## src/rtl/serial_subtractor.sv

```systemverilog
`default_nettype none
// ============================================================================
//  Module      : serial_subtractor
//  Description : Bit-serial unsigned subtractor computing a - b - bin,
//                one bit per clock, LSB first, with IDLE/RUN/DONE control.
//  Revision    : 1.0  initial release
// ============================================================================
module serial_subtractor #(
  parameter int WIDTH = 8
) (
  input  logic             clk,
  input  logic             rst_n,
  input  logic             start,
  input  logic [WIDTH-1:0] a,
  input  logic [WIDTH-1:0] b,
  input  logic             bin,
  output logic             ready,
  output logic             done,
  output logic [WIDTH-1:0] dif,
  output logic             brw
);

  // A one-bit operand still needs a one-bit counter, hence the floor of 1.
  localparam int c_cnt_w = (WIDTH > 1) ? $clog2(WIDTH) : 1;
  localparam logic [c_cnt_w-1:0] c_last = c_cnt_w'(WIDTH - 1);

  localparam logic [1:0] c_st_idle = 2'd0;
  localparam logic [1:0] c_st_run  = 2'd1;
  localparam logic [1:0] c_st_done = 2'd2;

  logic [1:0]         r_state;
  logic [1:0]         w_state_nxt;
  logic [c_cnt_w-1:0] r_cnt;
  logic [WIDTH-1:0]   r_a;
  logic [WIDTH-1:0]   r_b;
  logic               r_br;
  logic [WIDTH-1:0]   r_res;
  logic [WIDTH-1:0]   r_dif;
  logic               r_brw;

  logic               w_ai;
  logic               w_bi;
  logic               w_d;
  logic               w_br_nxt;
  logic [WIDTH-1:0]   w_res_nxt;
  logic               w_last;

  // State register: only control state lives here.
  always_ff @(posedge clk or negedge rst_n) begin
    if (!rst_n) begin
      r_state <= c_st_idle;
    end else begin
      r_state <= w_state_nxt;
    end
  end

  // Next-state logic: RUN lasts exactly WIDTH cycles, DONE exactly one.
  always_comb begin
    w_state_nxt = r_state;
    case (r_state)
      c_st_idle: if (start)  w_state_nxt = c_st_run;
      c_st_run:  if (w_last) w_state_nxt = c_st_done;
      c_st_done: w_state_nxt = c_st_idle;
      default:   w_state_nxt = c_st_idle;
    endcase
  end

  // Output decode from the registered state only, so no input reaches an output.
  always_comb begin
    ready = 1'b0;
    done  = 1'b0;
    case (r_state)
      c_st_idle: ready = 1'b1;
      c_st_done: done  = 1'b1;
      default: begin
        ready = 1'b0;
        done  = 1'b0;
      end
    endcase
  end

  // Full-subtractor slice on the current LSBs and the new result word.
  always_comb begin
    w_ai      = r_a[0];
    w_bi      = r_b[0];
    w_d       = w_ai ^ w_bi ^ r_br;
    w_br_nxt  = (~w_ai & w_bi) | (~(w_ai ^ w_bi) & r_br);
    w_last    = (r_cnt == c_last);
    // Difference bit enters at the MSB so that after WIDTH shifts bit 0 is at bit 0.
    w_res_nxt = r_res >> 1;
    w_res_nxt[WIDTH-1] = w_d;
  end

  // Datapath: capture on accept, shift while running, publish on the last bit.
  always_ff @(posedge clk or negedge rst_n) begin
    if (!rst_n) begin
      r_cnt <= '0;
      r_a   <= '0;
      r_b   <= '0;
      r_br  <= 1'b0;
      r_res <= '0;
      r_dif <= '0;
      r_brw <= 1'b0;
    end else begin
      case (r_state)
        c_st_idle: begin
          if (start) begin
            r_a   <= a;
            r_b   <= b;
            r_br  <= bin;
            r_cnt <= '0;
          end
        end
        c_st_run: begin
          r_res <= w_res_nxt;
          r_a   <= r_a >> 1;
          r_b   <= r_b >> 1;
          r_br  <= w_br_nxt;
          if (w_last) begin
            // Outputs change only here, so they hold through DONE and IDLE.
            r_dif <= w_res_nxt;
            r_brw <= w_br_nxt;
          end else begin
            r_cnt <= r_cnt + c_cnt_w'(1);
          end
        end
        default: begin
          r_cnt <= r_cnt;
        end
      endcase
    end
  end

  assign dif = r_dif;
  assign brw = r_brw;

endmodule
`default_nettype wire
```

## config.mk

```make
export PLATFORM = sky130hd
export DESIGN_NAME = serial_subtractor
export DESIGN_NICKNAME = d
export VERILOG_FILES = /design/src/rtl/serial_subtractor.sv
export SDC_FILE = /design/constraint.sdc
export NUM_CORES = 1
export LEC_CHECK = 0
export CAP_MARGIN = 20
export CORE_UTILIZATION = 30
export DETAILED_ROUTE_END_ITERATION = 8
export GPL_TIMING_DRIVEN = 0
export PLACE_DENSITY = 0.56
export SLEW_MARGIN = 20
export SYNTH_ARGS = -nofsm -noshare
export SYNTH_HDL_FRONTEND = slang
export SYNTH_SLANG_ARGS = --single-unit
```

## constraint.sdc

```tcl
create_clock -name clk -period 4.2 [get_ports clk]
set_input_delay 0.84 -clock clk [delete_from_list [all_inputs] [get_ports clk]]
set_output_delay 0.84 -clock clk [all_outputs]
set_load 0.1 [all_outputs]
```

### Word level (Yosys, flattened, before mapping)

Cells that the tools add are included.

* add/sub/neg operators: 1
* equal/unequal tests: 6
* mux-type cells: 14
* bitwise logic cells: 7
* reduce and logical (&&, ||, !) cells: 6

Operator list (count)
* 8-bit one-hot mux with 2 select lines: 2
* 8-bit 2-to-1 mux: 2
* 3-bit 2-to-1 mux: 2
* 2-bit inequality test, second input constant: 3
* 3-bit one-hot mux with 2 select lines: 1
* 2-bit AND reduction: 3
* 2-bit 2-to-1 mux: 2
* 2-bit one-hot mux with 2 select lines: 1
* 3-bit by 1-bit adder with 3-bit output, second input constant: 1
* 3-bit == test, second input constant: 1
* 1-bit 2-to-1 mux: 3
* 3-bit AND reduction: 1
* 1-bit bitwise AND: 2
* 2-bit by 1-bit == test with 1-bit output, second input constant: 1
* 2-bit == test, second input constant: 1
* 2-bit logical NOT: 1
* 1-bit inverter: 2
* 1-bit one-hot mux with 2 select lines: 1
* 2-bit nonzero test: 1
* 1-bit bitwise XOR: 2
* 1-bit bitwise OR: 1

* bits in registers: 39
* output and inout port bits: 11

### Logic depth before layout (Yosys ltp)

Gate-level depths: netlist of run 1.

* word-level depth: 5
* depth in mapped cells: 5
* gate-level depth less buffers: 4

### Worst setup path after synthesis of run 1

OpenSTA, ideal clock, no wires.

* path type: register to output
* start: reg r_state[1]
* end: out done
* data arrival time: 2.079 ns
* data required time: 3.360 ns
* slack: 1.281 ns
* cell stages (with the launch flop): 4
* path buffers: 2
* cell sequence: dfrtp_1 buf_6 buf_2 nor2b_1

* word-level cells in the longest chain between the ends: 2

Ends and longest elaborated chain
* start: declaration: RTL line 31 `logic [1:0] r_state;`
* start signal: assignment: RTL line 51 `r_state <= c_st_idle;`
* start signal: assignment: RTL line 53 `r_state <= w_state_nxt;`
* 2-bit == test: RTL line 72 `case (r_state)`
* 1-bit 2-to-1 mux: RTL line 72
* end: declaration: RTL line 18 `output logic done,`

No other way between the ends.

### Worst setup path in the final report of run 1

Same ends and word-level chain as after synthesis.

==> reports/results.txt, run 1 <==
status: finished clean
final setup fails: 0
Worst EP arrival: 2470 ps
critical path type: reg2out
routed via count: 1,291
total of max-cap violations: 0
Core Region: 6350 um^2
Max Clk Rate: 303 MHz
Max Root-Sink Buffers: 2
Max Slew Vio Count: 0
mux contribution to synthesized area: 10.5%
Root Buffer: clkbuf_8
CP delay by family, top: buffers and inverters
Synthesis Warnings: 0
CTS tree: built
Cell Rows: 29
Post-CTS Resized: 0
n_diodes: 0
die footprint: 6930 um^2
routability cong.: 0.730
Worst setup SP type: register
unrepaired setup endpoints after global routing: false
Fin Clk Skew: 5.30 ps
area growth from synthesis to layout: 26.0%
Distinct cells, synth: 35
Die Ht: 83.3 um
fin crit share: 78.7%
clk sink count: 38
syn nets: 168
Hold Crit Class: in2async
complex-gate fraction of the synthesized area: 13.1%
final setup TNS: 0 ps
worst-path maximum fanout: 10
initial core utilization: 31.2%
remaining global-route overflow: 0
flops & latches, synth: 38
gr usage total: 13.1%
clk slew on worst S/H paths: 80 ps
Via density: 4.95
placed insts: 253
first-pass GRT wire length: 7110 um
HPWL Detailed: 3000 um
Critical Path, Cell by Cell: buf_6, buf_2, nor2b_1, clkdlybuf4s50_1
latest clock arrival within the worst-skew pair: 290 ps
Routed Antenna Nets: 0
initial antenna violation count: 0
Synth Area in Simple Gates: 17.9%
non-filler instance count after layout: 261
First DRT Iteration DRCs: 50
total chip power: 2.00 mW
sequential share of the synthesized area: 48.0%
Final Hold Viols: 0
largest net degree at the start of global routing: 22
Die Span X: 83.3 um
adder-cell area share of the yosys netlist: 2.27%
Pleak: 1.07 nW
Critical Path Slowest Stage Cell: clkdlybuf4s50_1
synthesized area per cell: 13.7 um^2
# H-tree levels: 2
CTS Hold Bufs: 0
Slew headroom: 35.4%
xor/xnor share of the synthesized area: 0%
Port Buffer Count: 30
area of the mapped netlist: 1980 um^2
Final #Nets: 206
CP max stage delay: 1140 ps
Num CTS Buffers: 5
Req. time, crit path: 3360 ps
share of layout cells above drive strength 1: 33.2%
WP buf/inv: 3
WL per Instance: 15.7 um
Pwr per Cell Area: 804 nW/um^2
Residual DRC: 0
Syn Inst Count: 145
1st-pass router iterations: 4
vias in the first global route: 1,420
largest family of logic cells by synthesized area: simple AND/OR/NAND/NOR gates
Worst Tran Pin Value: 966 ps
critical path endpoint category: output port
Routed Wire Length: 4090 um
worst vdd ir: 0.433 mV
# IOs: 31
Final min period: 3310 ps
post-CTS setup buffer count: 0
-- per-stage QoR --
stage / area [um^2] / utilization [%] / worst slack, ps / hold slack, ps
global placement: 2380 / 37.4 / 1230 / 479
CTS: 2490 / 39.3 / 867 / 498
finish: 2490 / 39.3 / 895 / 494
global route: 2490 / 39.3 / 774 / 510
detailed placement: 2400 / 37.8 / 1220 / 497
floorplan: 1980 / - / 1280 / 467
-- flip-flops by register name (all words and copies together) (netlist names) --
register,cells
brw,1
dif,8
r_a,8
r_b,8
r_br,1
r_cnt,3
r_res,7
r_state,2
-- path summary, 6_finish.rpt --
check                           slack [ps]        to        from  depth (start not counted)
worst min-delay path                   490    r_b[0]       rst_n                          1
worst max register to register        2550    dif[2]    r_cnt[0]                          5
max in group asynchronous             3240  r_cnt[1]       rst_n                          2
min in group clk                       510    dif[0]    r_res[1]                          1
worst min register to register         510    dif[0]    r_res[1]                          1
worst max-delay path                   890      done  r_state[1]                          4
-- cell usage in the layout (no fill, tap or decap), types with 2 or more instances in the layout --
cell and instances:
nand3_1 2, nand2b_1 4, clkdlybuf4s50_1 29, o221ai_1 2
buf_6 4, or4b_1 5, ha_1 2, dfrtp_1 38
nor3b_1 10, buf_2 3, buf_4 3, inv_1 14
o221a_2 5, nor4b_1 2, nor4b_2 8, mux2_4 8
clkbuf_8 7, nor2b_1 3, a211oi_2 9, mux2_2 7
-- synthesized netlist by cell type --
cell | count | area share (%)
ha_1 | 2 | 1.3
a211o_1 | 1 | 0.44
a222oi_1 | 1 | 0.51
or4b_1 | 5 | 2.5
mux2_2 | 7 | 4.0
mux2i_1 | 1 | 0.51
o21ba_2 | 1 | 0.51
fa_1 | 1 | 1.0
clkbuf_1 | 1 | 0.19
nor4b_1 | 2 | 0.88
clkbuf_8 | 1 | 0.69
o21bai_4 | 1 | 0.95
nor2b_1 | 3 | 0.95
and2_1 | 1 | 0.32
buf_2 | 2 | 0.51
nand2b_4 | 1 | 0.69
a32o_1 | 1 | 0.51
mux2_4 | 8 | 6.1
a221o_1 | 1 | 0.51
nor3b_1 | 10 | 3.8
o221ai_1 | 2 | 0.88
nor2_1 | 1 | 0.19
dfrtp_1 | 38 | 48
buf_6 | 4 | 2.3
a21oi_1 | 1 | 0.25
o221a_2 | 5 | 2.8
nand3_1 | 2 | 0.51
buf_8 | 1 | 0.76
nand2b_1 | 4 | 1.3
nor4b_2 | 8 | 6.1
a211oi_2 | 9 | 5.7
inv_1 | 14 | 2.7
nand3b_1 | 1 | 0.38
buf_4 | 3 | 1.1
and3_1 | 1 | 0.32
-- kinds of logic (layout without fill, tap and decap cells) --
| group | Yosys count | count (layout) |
|---|---|---|
| multiplexers | 16 | 16 |
| AO/OA/AOI/OAI | 23 | 23 |
| AND/OR/NAND/NOR | 39 | 39 |
| adder cells (fa/ha/maj) | 3 | 3 |
| flip-flops | 38 | 38 |
| buffers and inverters | 26 | 65 |
-- per-layer routing --
metal | GRT usage (%) | part of all wire, % | vias to the layer above
met5 | 0 | 0 | -
met4 | 4.55 | 0.24 | 0
met3 | 3.28 | 3.6 | 2
met2 | 20.3 | 48 | 29
met1 | 17.7 | 48 | 655
li1 | - | - | 605
-- final cells by class --
type	count	area (um^2)
Fill cell	591	3850
Sequential cell	38	951
Multi-Input combinational cell	81	867
Timing Repair Buffer	31	323
Buffer	12	110
Tap cell	77	96.3
Clock buffer	6	82.6
Inverter	14	52.6
Clock inverter	2	12.5
-- where the power goes --
part	switching (mW)	total (mW)	internal [mW]	leakage, nW
Combinational	0.651	1.10	0.447	0.571
Sequential	0.103	0.644	0.541	0.448
Clock	0.131	0.262	0.132	0.0472
Total	0.885	2.00	1.12	1.07
No activity file was read; power rests on OpenSTA's default activity.
==> inputs of run 2 (changes only) <==
- PLACE_DENSITY: 0.56 -> 0.57
- clock period: 4.2 -> 2.7 ns (I/O delays scaled with it)
==> run 2 against run 1 <==
Compared with the run above: largest cell class unchanged; count of clock-buffer cells in the layout stayed put; via count is 2.2% lower; power is 63% higher; design area is 1.6% higher; register-to-register slack worse by 1500 ps; critical path depth stayed put; sequential cell count stayed put; die area stayed put; utilization is 0.63 points higher.
==> reports/results.txt, run 2 (synthesis results as in run 1) <==
status: finished clean
Routed Wire Length: 3790 um (-7.5%)
Hold Crit Class: in2async
# H-tree levels: 2 (unchanged)
Pwr per Cell Area: 1290 nW/um^2 (+61%)
Req. time, crit path: 2160 ps (-1200 ps)
remaining global-route overflow: 0 (unchanged)
Max Clk Rate: 382 MHz
latest clock arrival within the worst-skew pair: 290 ps (about the same)
critical path type: reg2out
n_diodes: 0 (unchanged)
initial core utilization: 31.2% (unchanged)
HPWL Detailed: 2650 um (-12%)
Slew headroom: 35.5% (+0.15 points)
Final Hold Viols: 0 (unchanged)
Core Region: 6350 um^2 (unchanged)
Post-CTS Resized: 4 (+4)
Final #Nets: 206 (unchanged)
Final Cell Area: 2530 um^2 (+1.6%)
Routed Antenna Nets: 0 (unchanged)
routed via count: 1,262 (-2.2%)
largest net degree at the start of global routing: 31 (+41%)
area growth from synthesis to layout: 28.0%
Max Slew Vio Count: 0 (unchanged)
# IOs: 31 (unchanged)
Pleak: 1.09 nW (+2.3%)
Worst R2R Setup Slack: 1090 ps (-1460 ps)
fin crit share: 97.0%
Final min period: 2620 ps
Residual DRC: 0 (unchanged)
Cell Rows: 29 (unchanged)
die footprint: 6930 um^2 (unchanged)
commonest non-fill, non-tap cell in the layout: dfrtp_1
Worst EP arrival: 2080 ps (-390 ps)
final setup fails: 0 (unchanged)
clk slew on worst S/H paths: 70 ps (about the same)
post-CTS setup buffer count: 0 (unchanged)
Port Buffer Count: 30 (unchanged)
first-pass GRT wire length: 6530 um (-8.1%)
Fin Clk Skew: 7.60 ps (+2.30 ps)
dpl cell area: 2390 um^2 (-0.31%)
vias in the first global route: 1,278 (-10%)
final setup TNS: 0 ps (unchanged)
initial antenna violation count: 0 (unchanged)
end of the critical path: ready
path depth of the worst reg2reg path: 5 (unchanged)
First DRT Iteration DRCs: 32 (-36%)
1st-pass router iterations: 4 (unchanged)
routability cong.: 0.659 (-9.8%)
worst slack at placement: -7.90 ps (-1220 ps)
most frequent cells in the layout: 38 x dfrtp_1, 27 x clkdlybuf4s50_1, 14 x inv_1
critical path endpoint category: output port
unrepaired setup endpoints after global routing: false
Root Buffer: clkbuf_8
Num CTS Buffers: 5 (unchanged)
total of max-cap violations: 0 (unchanged)
r2r startpoint: r_cnt[0]
worst-path maximum fanout: 10 (unchanged)
Worst setup SP type: register
Worst Tran Pin Value: 964 ps (-2.28 ps)
WL per Instance: 14.5 um (-7.5%)
Die Span X: 83.3 um (unchanged)
share of layout cells above drive strength 1: 33.7% (+0.54 points)
Max Root-Sink Buffers: 2 (unchanged)
Via density: 4.84 (-2.2%)
worst vdd ir: 0.739 mV (+71%)
CTS tree: built
gr usage total: 12.1% (-0.99 points)
worst setup margin: 79.7 ps (-815 ps)
Critical Path Start: r_state[0]
CTS Hold Bufs: 0 (unchanged)
FF-to-FF End: dif[1]
Die Ht: 83.3 um (unchanged)
clk sink count: 38 (unchanged)
==> run 2: changes by cell type in the layout (fill, tap and decap cells not counted) <==
cell             change
clkdlybuf4s50_1      -2
dlygate4sd2_1        +1
clkinvlp_4           -1
clkinv_2             -1
clkdlybuf4s15_2      +1
bufinv_16            +2
buf_12               +1
buf_16               -1
==> run 2: how the worst min path moves through the flow <==
stage,endpoint,slack (ps),depth (start not counted)
2_1_floorplan,brw,240,0
3_3_place_gp,r_a[7],480,1
3_5_place_dp,dif[0],420,1
4_1_cts,dif[0],100,1
5_1_grt,dif[0],100,1
6_report,dif[0],100,1
==> run 2: report_power, final <==
group          switching (mW)  internal, mW  leakage, nW  total (mW)
combinational           0.991         0.685        0.571        1.68
clock                   0.196         0.394       0.0714       0.590
sequential              0.161         0.842        0.448        1.00
==> run 2: cell type report <==
| class | count | area, um^2 |
|---|---|---|
| fillers | 600 | 3810 |
| repair buffers | 31 | 315 |
| multi-input cells | 81 | 867 |
| clock buffers | 6 | 82.6 |
| plain buffers | 12 | 110 |
| well taps | 77 | 96.3 |
| flip-flops and latches | 38 | 951 |
| clock inverters | 2 | 60.1 |
| inverters | 14 | 52.6 |
==> run 2: stage by stage <==
stage / instances / utilization (%) / power [mW] / hold slack [ps]
final: 261 / 39.9 / 3.27 / 101
after CTS: 261 / 39.9 / 3.32 / 96.1
after floorplan: 145 / - / 2.35 / 244
after detailed placement: 253 / 37.7 / 2.72 / 416
after global routing: 261 / 39.9 / 3.46 / 100
after global placement: 252 / 37.4 / 2.70 / 476
==> run 2: critical path, stage by stage (launching register included) <==
cell,delay [ps]
dfrtp_1,370
buf_6,150
buf_8,140
nor2_1,230
dlygate4sd2_1,900
==> run 2: per-layer routing <==
metal	part of all wire [%]	track usage [%]	up-vias
met2	41	18.1	30
met3	3.9	3.18	7
met5	0	0	-
met4	1.4	4.23	0
li1	-	-	609
met1	53	16.8	616
